--- src/rtl/rtc_pkg.sv ---
// ---------------------------------------------------------------------------
// rtc_pkg
// Shared types, field limits and BCD helper functions for the RTC/calendar
// core. All arithmetic stays in packed BCD; nothing is converted to binary.
// ---------------------------------------------------------------------------
package rtc_pkg;

    // Edit FSM; the encoding is exported on edit_field and drives LEDs.
    typedef enum logic [2:0] {
        RUN    = 3'd0,
        E_SEC  = 3'd1,
        E_MIN  = 3'd2,
        E_HOUR = 3'd3,
        E_DAY  = 3'd4,
        E_MON  = 3'd5,
        E_YEAR = 3'd6,
        E_WDAY = 3'd7
    } edit_state_e;

    typedef logic [7:0]  bcd2_t;
    typedef logic [15:0] bcd4_t;

    localparam bcd2_t SEC_MAX   = 8'h59;
    localparam bcd2_t MIN_MAX   = 8'h59;
    localparam bcd2_t HOUR_MAX  = 8'h23;
    localparam bcd2_t DAY_MIN   = 8'h01;
    localparam bcd2_t MONTH_MIN = 8'h01;
    localparam bcd2_t MONTH_MAX = 8'h12;
    localparam logic [2:0] WDAY_MAX = 3'd6;

    // Two-digit BCD value divisible by 4: (10t + o) mod 4 == (2t + o) mod 4,
    // so only the parity of the tens digit and the ones digit matter.
    function automatic logic bcd_div4(input bcd2_t v);
        logic [3:0] o;
        o = v[3:0];
        if (v[4] == 1'b0) return (o == 4'd0) || (o == 4'd4) || (o == 4'd8);
        else              return (o == 4'd2) || (o == 4'd6);
    endfunction

    // Gregorian rule: a century year (low pair 00) is leap when the century
    // pair is divisible by 4 (i.e. year divisible by 400).
    function automatic logic is_leap_bcd(input bcd4_t y);
        if (y[7:0] == 8'h00) return bcd_div4(y[15:8]);
        else                 return bcd_div4(y[7:0]);
    endfunction

    function automatic bcd2_t days_in_month_bcd(input bcd2_t mo, input bcd4_t y);
        case (mo)
            8'h04, 8'h06, 8'h09, 8'h11: return 8'h30;
            8'h02:                      return is_leap_bcd(y) ? 8'h29 : 8'h28;
            default:                    return 8'h31;
        endcase
    endfunction

    function automatic bcd2_t bcd2_inc(input bcd2_t v);
        if (v[3:0] == 4'd9) return {v[7:4] + 4'd1, 4'd0};
        else                return v + 8'd1;
    endfunction

    function automatic bcd2_t bcd2_dec(input bcd2_t v);
        if (v[3:0] == 4'd0) return {v[7:4] - 4'd1, 4'd9};
        else                return v - 8'd1;
    endfunction

    // Wrap-around step within [lo, hi], no carry out.
    function automatic bcd2_t bcd2_step(input bcd2_t v, input bcd2_t lo,
                                        input bcd2_t hi, input logic up);
        if (up) return (v == hi) ? lo : bcd2_inc(v);
        else    return (v == lo) ? hi : bcd2_dec(v);
    endfunction

    // Four-digit year step, 9999 <-> 0000 wrap.
    function automatic bcd4_t bcd4_step(input bcd4_t v, input logic up);
        bcd2_t lo;
        bcd2_t hi;
        lo = v[7:0];
        hi = v[15:8];
        if (up) begin
            if (lo == 8'h99) begin
                lo = 8'h00;
                hi = (hi == 8'h99) ? 8'h00 : bcd2_inc(hi);
            end else begin
                lo = bcd2_inc(lo);
            end
        end else begin
            if (lo == 8'h00) begin
                lo = 8'h99;
                hi = (hi == 8'h00) ? 8'h99 : bcd2_dec(hi);
            end else begin
                lo = bcd2_dec(lo);
            end
        end
        return {hi, lo};
    endfunction

endpackage

--- src/rtl/rtc_prescaler.sv ---
// ---------------------------------------------------------------------------
// rtc_prescaler
// Counts clk cycles 0..DIV-1 with DIV = fast ? FAST_DIV : TICK_DIV and
// asserts tick (combinational from the count) during the cycle whose count
// has reached DIV-1; the count clears on that edge. hold forces the count
// to 0 and suppresses tick.
//   clk, rst_n : clock, async active-low reset
//   hold       : keep counter cleared, no ticks
//   fast       : select FAST_DIV divisor
//   tick       : high for the cycle in which the count reaches DIV-1
// ---------------------------------------------------------------------------
module rtc_prescaler #(
    parameter int TICK_DIV = 50_000_000,
    parameter int FAST_DIV = 500
) (
    input  logic clk,
    input  logic rst_n,
    input  logic hold,
    input  logic fast,
    output logic tick
);

    localparam int CW = (TICK_DIV > 2) ? $clog2(TICK_DIV) : 1;
    localparam logic [CW-1:0] TICK_LAST = CW'(TICK_DIV - 1);
    localparam logic [CW-1:0] FAST_LAST = CW'(FAST_DIV - 1);

    logic [CW-1:0] count;
    logic [CW-1:0] last;

    assign last = fast ? FAST_LAST : TICK_LAST;
    // >= rather than == so a switch to a shorter divisor mid-count fires
    // on the next edge instead of running past the terminal value.
    assign tick = !hold && (count >= last);

    always_ff @(posedge clk or negedge rst_n) begin
        if (!rst_n)            count <= '0;
        else if (hold || tick) count <= '0;
        else                   count <= count + CW'(1);
    end

endmodule

--- src/rtl/rtc_calendar_core.sv ---
// ---------------------------------------------------------------------------
// rtc_calendar_core
// BCD real-time clock and Gregorian calendar with in-place field editing.
// Optional macro RTC_WEEKDAY_EN adds the weekday register, port and the
// E_WDAY edit state.
//   clk, rst_n      : clock, async active-low reset
//   fast            : use FAST_DIV prescale
//   edit_next/inc/dec : single-cycle strobes, sampled every rising edge with
//                     no back-pressure; edit_next wins over inc/dec, and
//                     inc together with dec is ignored
//   time_bcd        : {hh, mm, ss}
//   date_bcd        : {dd, mo, yyyy}
//   edit_field      : FSM state (RUN=0 .. E_YEAR=6, E_WDAY=7)
//   sec_pulse       : one cycle per seconds tick in RUN
//   day_pulse       : one cycle on 23:59:59 -> 00:00:00
//   weekday         : 0=Sun..6=Sat (RTC_WEEKDAY_EN only)
// ---------------------------------------------------------------------------
module rtc_calendar_core
    import rtc_pkg::*;
#(
    parameter int          TICK_DIV   = 50_000_000,
    parameter int          FAST_DIV   = 500,
    parameter logic [15:0] YEAR_RESET = 16'h2024,
    parameter logic [2:0]  WDAY_RESET = 3'd1
) (
    input  logic        clk,
    input  logic        rst_n,
    input  logic        fast,
    input  logic        edit_next,
    input  logic        inc,
    input  logic        dec,
    output logic [23:0] time_bcd,
    output logic [31:0] date_bcd,
    output logic [2:0]  edit_field,
    output logic        sec_pulse,
    output logic        day_pulse
`ifdef RTC_WEEKDAY_EN
    ,
    output logic [2:0]  weekday
`endif
);

    edit_state_e state_q, state_d;
    bcd2_t ss_q, mm_q, hh_q, dd_q, mo_q;
    bcd2_t ss_d, mm_d, hh_d, dd_d, mo_d;
    bcd4_t yy_q, yy_d;
    bcd2_t new_max;
    logic  sec_pulse_d, day_pulse_d;
    logic  tick, hold, step_en, step_up;

    rtc_prescaler #(
        .TICK_DIV (TICK_DIV),
        .FAST_DIV (FAST_DIV)
    ) u_prescaler (
        .clk   (clk),
        .rst_n (rst_n),
        .hold  (hold),
        .fast  (fast),
        .tick  (tick)
    );

    // FSM: state register
    always_ff @(posedge clk or negedge rst_n) begin
        if (!rst_n) state_q <= RUN;
        else        state_q <= state_d;
    end

    // FSM: next state
    always_comb begin
        state_d = state_q;
        if (edit_next) begin
            case (state_q)
                RUN:     state_d = E_SEC;
                E_SEC:   state_d = E_MIN;
                E_MIN:   state_d = E_HOUR;
                E_HOUR:  state_d = E_DAY;
                E_DAY:   state_d = E_MON;
                E_MON:   state_d = E_YEAR;
`ifdef RTC_WEEKDAY_EN
                E_YEAR:  state_d = E_WDAY;
`else
                E_YEAR:  state_d = RUN;
`endif
                default: state_d = RUN;
            endcase
        end
    end

    // FSM: control outputs
    always_comb begin
        hold    = (state_q != RUN);
        step_en = (state_q != RUN) && !edit_next && (inc ^ dec);
        step_up = inc;
    end

    // Time/date datapath: tick cascade in RUN, field edits otherwise, then
    // a day clamp so a month/year change never leaves dd past month end.
    always_comb begin
        ss_d        = ss_q;
        mm_d        = mm_q;
        hh_d        = hh_q;
        dd_d        = dd_q;
        mo_d        = mo_q;
        yy_d        = yy_q;
        sec_pulse_d = 1'b0;
        day_pulse_d = 1'b0;
        new_max     = 8'h31;
        if (tick) begin
            sec_pulse_d = 1'b1;
            if (ss_q != SEC_MAX) begin
                ss_d = bcd2_inc(ss_q);
            end else begin
                ss_d = 8'h00;
                if (mm_q != MIN_MAX) begin
                    mm_d = bcd2_inc(mm_q);
                end else begin
                    mm_d = 8'h00;
                    if (hh_q != HOUR_MAX) begin
                        hh_d = bcd2_inc(hh_q);
                    end else begin
                        hh_d        = 8'h00;
                        day_pulse_d = 1'b1;
                        if (dd_q != days_in_month_bcd(mo_q, yy_q)) begin
                            dd_d = bcd2_inc(dd_q);
                        end else begin
                            dd_d = DAY_MIN;
                            if (mo_q != MONTH_MAX) begin
                                mo_d = bcd2_inc(mo_q);
                            end else begin
                                mo_d = MONTH_MIN;
                                yy_d = bcd4_step(yy_q, 1'b1);
                            end
                        end
                    end
                end
            end
        end else if (step_en) begin
            case (state_q)
                E_SEC:   ss_d = bcd2_step(ss_q, 8'h00, SEC_MAX, step_up);
                E_MIN:   mm_d = bcd2_step(mm_q, 8'h00, MIN_MAX, step_up);
                E_HOUR:  hh_d = bcd2_step(hh_q, 8'h00, HOUR_MAX, step_up);
                E_DAY:   dd_d = bcd2_step(dd_q, DAY_MIN,
                                          days_in_month_bcd(mo_q, yy_q), step_up);
                E_MON:   mo_d = bcd2_step(mo_q, MONTH_MIN, MONTH_MAX, step_up);
                E_YEAR:  yy_d = bcd4_step(yy_q, step_up);
                default: ;
            endcase
        end
        // Valid BCD orders the same as binary, so a plain compare works.
        new_max = days_in_month_bcd(mo_d, yy_d);
        if (dd_d > new_max) dd_d = new_max;
    end

    always_ff @(posedge clk or negedge rst_n) begin
        if (!rst_n) begin
            ss_q      <= 8'h00;
            mm_q      <= 8'h00;
            hh_q      <= 8'h00;
            dd_q      <= DAY_MIN;
            mo_q      <= MONTH_MIN;
            yy_q      <= YEAR_RESET;
            sec_pulse <= 1'b0;
            day_pulse <= 1'b0;
        end else begin
            ss_q      <= ss_d;
            mm_q      <= mm_d;
            hh_q      <= hh_d;
            dd_q      <= dd_d;
            mo_q      <= mo_d;
            yy_q      <= yy_d;
            sec_pulse <= sec_pulse_d;
            day_pulse <= day_pulse_d;
        end
    end

`ifdef RTC_WEEKDAY_EN
    logic [2:0] wd_q, wd_d;

    // Advances with each day rollover; date edits leave it untouched.
    always_comb begin
        wd_d = wd_q;
        if (day_pulse_d) begin
            wd_d = (wd_q == WDAY_MAX) ? 3'd0 : wd_q + 3'd1;
        end else if (step_en && (state_q == E_WDAY)) begin
            if (step_up) wd_d = (wd_q == WDAY_MAX) ? 3'd0 : wd_q + 3'd1;
            else         wd_d = (wd_q == 3'd0) ? WDAY_MAX : wd_q - 3'd1;
        end
    end

    always_ff @(posedge clk or negedge rst_n) begin
        if (!rst_n) wd_q <= WDAY_RESET;
        else        wd_q <= wd_d;
    end

    assign weekday = wd_q;
`endif

    assign time_bcd   = {hh_q, mm_q, ss_q};
    assign date_bcd   = {dd_q, mo_q, yy_q};
    assign edit_field = state_q;

endmodule

--- config.mk ---
export PLATFORM = sky130hd
export DESIGN_NAME = rtc_calendar_core
export DESIGN_NICKNAME = d
export VERILOG_FILES = /design/src/rtl/rtc_pkg.sv /design/src/rtl/rtc_prescaler.sv /design/src/rtl/rtc_calendar_core.sv
export SDC_FILE = /design/constraint.sdc
export NUM_CORES = 1
export LEC_CHECK = 0
export BUFFER_PORTS_ARGS = -buffer_cell sky130_fd_sc_hd__buf_2
export CAP_MARGIN = 20
export CORE_MARGIN = 8
export CORE_UTILIZATION = 56
export DETAILED_ROUTE_END_ITERATION = 10
export PLACE_DENSITY = 0.78
export SKIP_LAST_GASP = 1
export SLEW_MARGIN = 10
export SYNTH_ARGS = -nofsm -noshare
export SYNTH_HDL_FRONTEND = slang
export SYNTH_SLANG_ARGS = --single-unit
--- constraint.sdc ---
create_clock -name clk -period 4.8 [get_ports clk]
set_clock_uncertainty 0.05 [all_clocks]
set_input_delay 0.72 -clock clk [delete_from_list [all_inputs] [get_ports clk]]
set_output_delay 0.72 -clock clk [all_outputs]
set_load 0.02 [all_outputs]
=== Word level (Yosys, flattened, before mapping) ===
Cells that the tools add are included.

* Register bits: 87
* Output and inout port bits: 61
* Word-level logic and storage cells: 260

* $add $sub $neg: 29
* $lt $le $gt $ge: 2
* Equality and inequality tests: 58
* Multiplexer cells: 112
* Bitwise operators: 1
* Reductions and logical operators: 47

{| class="wikitable"
|+ Operator list
! cell !! number
|-
| two-way mux 8 bit || 75
|-
| two-way mux 16 bit || 8
|-
| adder 8 x 1 -> 8 bit (second input constant) || 7
|-
| subtractor 8 x 1 -> 8 bit (second input constant) || 7
|-
| two-way mux 26 bit || 2
|-
| logical NOT 8 bit || 6
|-
| equality test 4 bit (second input constant) || 11
|-
| logical NOT 4 bit || 9
|-
| equality test 4 x 3 -> 1 bit (second input constant) || 8
|-
| equality test 8 x 3 -> 1 bit (second input constant) || 4
|-
| one-hot mux 5 bit (2 select lines) || 3
|-
| adder 4 x 1 -> 4 bit (second input constant) || 7
|-
| subtractor 4 x 1 -> 4 bit (second input constant) || 7
|-
| adder 26 x 1 -> 26 bit (second input constant) || 1
|-
| >= comparator 26 bit || 1
|-
| equality test 8 x 5 -> 1 bit (second input constant) || 3
|-
| two-way mux 1 bit || 23
|-
| one-hot mux 3 bit (6 select lines) || 1
|-
| equality test 4 x 2 -> 1 bit (second input constant) || 4
|-
| equality test 8 x 1 -> 1 bit (second input constant) || 2
|-
| equality test 8 x 2 -> 1 bit (second input constant) || 2
|-
| equality test 8 x 4 -> 1 bit (second input constant) || 2
|-
| equality test 8 x 7 -> 1 bit (second input constant) || 2
|-
| equality test 8 bit (second input constant) || 2
|-
| 23 further kinds || 52
|}

=== Logic depth before layout (Yosys ltp) ===
* Word-level depth: 32
* Gate-level depth with buffers: 23

=== Hierarchy ===
From an unflattened synthesis, not the netlist that was laid out.

* Cells, all modules: 1084
* Area, all modules: 8464.4 um2

{| class="wikitable"
|+ Modules (own cells, without submodules)
! module !! times used !! cells each !! area an instance (um2) !! sequential area each (um2)
|-
| rtc_calendar_core || 1 || 914 || 6734.0 || 1532.7
|-
| rtc_prescaler || 1 || 170 || 1730.4 || 650.6
|}

=== Least setup slack after synthesis ===
OpenSTA, ideal clock, no wires.

* Kind: reg2reg
* From: reg yy_q[4]
* To: reg dd_q[0]
* Arrival: 4901 ps
* Data required time: 4651 ps
* Path slack: -249 ps
* Stages on the path, launching flop included: 21
* Buffers on the path: 1
* Period minus slack after synthesis: 5049 ps
* Cell sequence: dfrtp_1 > clkbuf_1 > inv_1 > ha_1 > or3b_2 > a2111oi_4 > o32ai_4 > xnor2_2 > o2111ai_2 > nor2b_2 > nor2_1 > a221o_1 > nand3b_2 > o2111ai_2 > nand2_1 > ha_1 > a31oi_1 > nor3b_1 > o31ai_4 > a2111oi_0 > a31oi_2

* Elaborated cells on any way between the ends: 91
* Those cells by class: add/sub (4); order compare (1); eq/ne (16); mux (59); reduce/logical (11)

{| class="wikitable"
|+ RTL lines
! what !! line !! text
|-
| start, declared || rtc_calendar_core.sv:46 || <nowiki>bcd4_t yy_q, yy_d;</nowiki>
|-
| start signal, assigned || rtc_calendar_core.sv:170 || <nowiki>yy_q <= yy_d;</nowiki>
|-
| logical NOT 8 bit / two-way mux 1 bit (equally long branches) || rtc_pkg.sv:43, rtc_pkg.sv:86, rtc_pkg.sv:36 ||
|-
| two-way mux 1 bit || rtc_pkg.sv:43 || <nowiki>if (y[7:0] == 8'h00) return bcd_div4(y[15:8]);</nowiki>
|-
| two-way mux 1 bit || rtc_pkg.sv:48 || <nowiki>case (mo)</nowiki>
|-
| two-way mux 1 bit || rtc_calendar_core.sv:118 || <nowiki>if (hh_q != HOUR_MAX) begin</nowiki>
|-
| two-way mux 1 bit || rtc_calendar_core.sv:114 || <nowiki>if (mm_q != MIN_MAX) begin</nowiki>
|-
| two-way mux 1 bit || rtc_calendar_core.sv:110 || <nowiki>if (ss_q != SEC_MAX) begin</nowiki>
|-
| two-way mux 1 bit || rtc_calendar_core.sv:108 || <nowiki>if (tick) begin</nowiki>
|-
| two-way mux 1 bit || rtc_pkg.sv:50 || <nowiki>8'h02: return is_leap_bcd(y) ? 8'h29 : 8'h28;</nowiki>
|-
| (+11 left out) || n/a ||
|-
| named net yy_d[7] || rtc_calendar_core.sv:46 ||
|-
| logical NOT 8 bit (*) || rtc_pkg.sv:43 ||
|-
| two-way mux 1 bit (*) || rtc_pkg.sv:43 ||
|-
| two-way mux 1 bit (*) || rtc_pkg.sv:48 ||
|-
| two-way mux 1 bit (*) || rtc_pkg.sv:50 ||
|-
| one-hot mux 5 bit (2 select lines) (*) || rtc_pkg.sv:48 ||
|-
| greater-than comparator 8 bit || rtc_calendar_core.sv:151 || <nowiki>if (dd_d > new_max) dd_d = new_max;</nowiki>
|-
| two-way mux 8 bit (*) || rtc_calendar_core.sv:151 ||
|-
| named net dd_d[0] || rtc_calendar_core.sv:45 || <nowiki>bcd2_t ss_d, mm_d, hh_d, dd_d, mo_d;</nowiki>
|-
| end signal, assigned || rtc_calendar_core.sv:159 || <nowiki>dd_q <= DAY_MIN;</nowiki>
|-
| end signal, assigned || rtc_calendar_core.sv:168 || <nowiki>dd_q <= dd_d;</nowiki>
|-
| end, declared || rtc_calendar_core.sv:44 || <nowiki>bcd2_t ss_q, mm_q, hh_q, dd_q, mo_q;</nowiki>
|}

Mark *: on every way through the listed nets, which the timed path passes. The rest lies on a longest branch. The select of a mux whose other input is x is not followed.
A chain may end at the register's enable or synchronous reset.

=== Worst setup path in the final report ===
* From: reg yy_q[4]
* To: reg dd_q[3]

* Cells in the longest elaborated chain, start to end: 29
* Elaborated cells on any way between the ends: 91
* Those cells by class: add/sub (4); order compare (1); eq/ne (16); mux (59); reduce/logical (11)

{| class="wikitable"
|+ RTL lines
! what !! line !! text
|-
| logical NOT 8 bit / two-way mux 1 bit (equally long branches) || rtc_pkg.sv:43, rtc_pkg.sv:86, rtc_pkg.sv:36 ||
|-
| two-way mux 1 bit || rtc_pkg.sv:43 ||
|-
| two-way mux 1 bit || rtc_pkg.sv:48 ||
|-
| two-way mux 1 bit || rtc_calendar_core.sv:118 ||
|-
| two-way mux 1 bit || rtc_calendar_core.sv:114 ||
|-
| two-way mux 1 bit || rtc_calendar_core.sv:110 ||
|-
| two-way mux 1 bit || rtc_calendar_core.sv:108 ||
|-
| two-way mux 1 bit || rtc_pkg.sv:50 ||
|-
| (+11 left out) || n/a ||
|-
| named net yy_d[8] || rtc_calendar_core.sv:46 ||
|-
| (+3 left out) || n/a ||
|-
| two-way mux 1 bit (*) || rtc_pkg.sv:36 || <nowiki>if (v[4] == 1'b0) return (o == 4'd0) || (o == 4'd4) || (o == 4'd8);</nowiki>
|-
| two-way mux 1 bit (*) || rtc_pkg.sv:43 ||
|-
| two-way mux 1 bit (*) || rtc_pkg.sv:48 ||
|-
| two-way mux 1 bit (*) || rtc_pkg.sv:50 ||
|-
| one-hot mux 5 bit (2 select lines) (*) || rtc_pkg.sv:48 ||
|-
| greater-than comparator 8 bit (*) || rtc_calendar_core.sv:151 ||
|-
| two-way mux 8 bit (*) || rtc_calendar_core.sv:151 ||
|-
| named net dd_d[3] || rtc_calendar_core.sv:45 ||
|}

Marked as above.

==> flow_summary.ini <==
[critical_path]
required_ns = 4.99
crit_type = reg -> reg
cp-start-kind = flip-flop
worstPathArrival_ns = 4.94
end_kind = flip-flop
crit_fanout = 5

[finish]
utilization_pct = 70.1
nFillCells = 1177
drive_above_1_share_pct = 23.6
final_nets = 1273
stdcell_area_um2 = 10200
antenna_cells = 0
synthToLayoutAreaGrowth_pct = 22.2

[synthesis]
synth.area.top_cells = dfrtp_1 25%, ha_1 7.7%, nor2_1 6.3%
async_flop_share_pct = 100
syn_area_per_cell_um2 = 7.75
synth-seq-cells = 87
synth_top_area_share_pct = 24.6
synth_edf_count = 0
ys_warn_count = 0
seq_area_frac_synth_pct = 26.2
yosysUniqueCellTypes = 90
yosysTopAreaCell = dfrtp_1
syn_inst = 1076
synth_area_um2 = 8340
synth_ff_type = dfrtp_1

[sta]
layout_min_cycle_time_ns = 4.75
hold_viol_final = 0
finalSetupViolCount = 0
fin_crit_sh_pct = 98.9
max_slew.worst_pin.slew_ns = 0.885
drv_slew = 0
max_freq_mhz = 211
max_slew_margin_pct = 41.0
setup_ws_ns = 0.0531
rsz0062_at_grt = true

[die]
dieHeight_um = 138
die_area_um2 = 19000
coreArea_um2 = 14500
placementRows = 44
ios = 67
initial_utilization_pct = 57.4
die_x_um = 138

[global_routing]
grt_max_degree = 67
grt_use_total_pct = 25.6
grt_pass1_vias = 8510
overflow = 0
grt_pass1_wl_um = 42000
antenna_found_initial = 0

[cts]
ctsHoldBuffers = 0
clock_latency_ns = 0.36
cts-buffers-inserted = 9
clkTransAtPathRegs_ns = 0.07
cts-root-buf = clkbuf_16
clock_path_buffers = 2
clock_sinks = 87
cts_tree = built
htree_levels = 3

[routing]
drt_wl_total_um = 25200
wl_per_cell_um = 18.0
num_vias = 9017
drt_iter0_drc = 1045
antenna_left = 0
viasPerCell = 6.42
drc = 0
first_pass_iters = 6

[pwr]
total_power_mw = 4.70
leakage_nw = 4.34
peakVddDrop_mv = 0.325
p_per_area_nw_per_um2 = 462

[placement]
portBuffers = 66
post_dp_cell_area_um2 = 9610
dp_worst_setup_slack_ns = -0.291
dpl.hpwl_um = 18300
gp_congestion = 0.969

[hold_path]
min_path_type = in -> async

[run]
cap_violations = 0

[run_status]
outcome = finished, final reports clean
Yosys cell counts (9+ instances only):
library cell / number
a211oi_1: 12
a21o_1: 9
a21oi_1: 60
a22oi_1: 9
a31oi_1: 18
and3_1: 12
clkbuf_1: 51
dfrtp_1: 82
ha_1: 51
inv_1: 49
nand2_1: 92
nand3_1: 40
nand3b_1: 9
nand4_1: 18
nor2_1: 141
nor2b_1: 9
nor3_1: 42
nor3b_1: 9
nor4_1: 12
o211ai_1: 12
o21ai_0: 73
xnor2_1: 31
xor2_1: 26
metal layers:
metal  track usage, %  part of all wire (%)
met1             33.9                    44
met2             40.6                    46
met3             4.90                   7.6
met4             8.92                   2.6
met5                0                     0
critical path: stages (launching register included):
cell and delay (ns):
dfrtp_2 0.42, inv_2 0.08, ha_4 0.13, or3b_4 0.41
a2111oi_4 0.30, buf_4 0.18, o32ai_4 0.09, buf_6 0.16
and4b_1 0.25, o221ai_2 0.11, buf_4 0.16, o22ai_2 0.13
o21ai_1 0.10, xnor2_1 0.33, a21oi_1 0.14, o2111ai_2 0.28
nand2_2 0.11, ha_4 0.17, nor3b_4 0.15, a31oi_4 0.14
nor3b_2 0.08, o31ai_4 0.32, mux2_4 0.33
power by group:
part	switching [mW]	internal [mW]	total, mW
combinational	1.71	1.13	2.84
clock	0.340	0.414	0.754
sequential	0.204	0.902	1.11
cell type report:
cell class	instances	area [um2]	share of cell area (%)
clock inverters	6	76.3	0.750
clock buffers	10	229	2.25
multi-input cells	874	5900	58.0
repair buffers	193	1370	13.4
flip-flops and latches	87	2190	21.5
well taps	184	230	2.26
inverters	51	191	1.88
cell families (layout without fill, tap and decap cells):
group | Yosys count | in the layout | share of synthesized area [%]
xor gates and xnor gates | 59 | 59 | 6.38
other | 1 | 2 | 0.0450
buffers and inverters | 116 | 260 | 5.43
and+or+nand+nor | 444 | 444 | 27.0
adders and majority gates | 51 | 51 | 7.66
AOI/OAI and AO/OA | 306 | 306 | 25.7
DFF | 87 | 87 | 26.2
muxes | 12 | 12 | 1.56
state kept, by name, indices dropped and copies added, names as in the netlist:
register           count
u_prescaler.count     26
dd_q                   8
yy_q                  16
sec_pulse              1
edit_field             3
day_pulse              1
mm_q                   8
hh_q                   8
ss_q                   8
mo_q                   8
path summary, 6_finish.rpt:
check / slack, ns / end / cells after the start / start
setup / recovery: 0.05 / dd_q[3] / 22 / yy_q[4]
hold / removal: 0.43 / u_prescaler.count[13] / 1 / rst_n
setup reg to reg: 0.05 / dd_q[3] / 22 / yy_q[4]
hold reg to reg: 0.44 / u_prescaler.count[0] / 1 / u_prescaler.count[0]
max in group asynchronous: 3.38 / mm_q[5] / 2 / rst_n
min in group clk: 0.44 / u_prescaler.count[0] / 1 / u_prescaler.count[0]
layout by cell type, fill, tap and decap left out, drive strengths merged, types with 10 or more instances in the layout:
master    n
buf     192
nor2    141
nand2    92
dfrtp    82
o21ai    74
a21oi    60
inv      54
ha       51
nor3     44
nand3    40
xnor2    33
xor2     26
a31oi    21
nand4    19
nor4     14
o211ai   12
a211oi   12
and3     12
clkbuf   11
nor2b    10
nand3b   10
nor3b    10
repair_timing:
item	in CTS	in global routing
setup buffers	1	9
hold endpoints to repair	0	0
endpoints found under the setup margin	2	4
pin swaps	2	26
resized for setup	4	39
per-stage QoR:
step | setup TNS (ns) | instances | hold slack, ns
3_3_place_gp | -0.370 | 1379 | 0.424
2_1_floorplan | 0 | 1077 | 0.374
6_report | 0 | 1405 | 0.430
4_1_cts | 0 | 1396 | 0.445
3_5_place_dp | -0.780 | 1379 | 0.435
5_1_grt | -0.0909 | 1405 | 0.477
No activity file was read; power rests on OpenSTA's default activity.
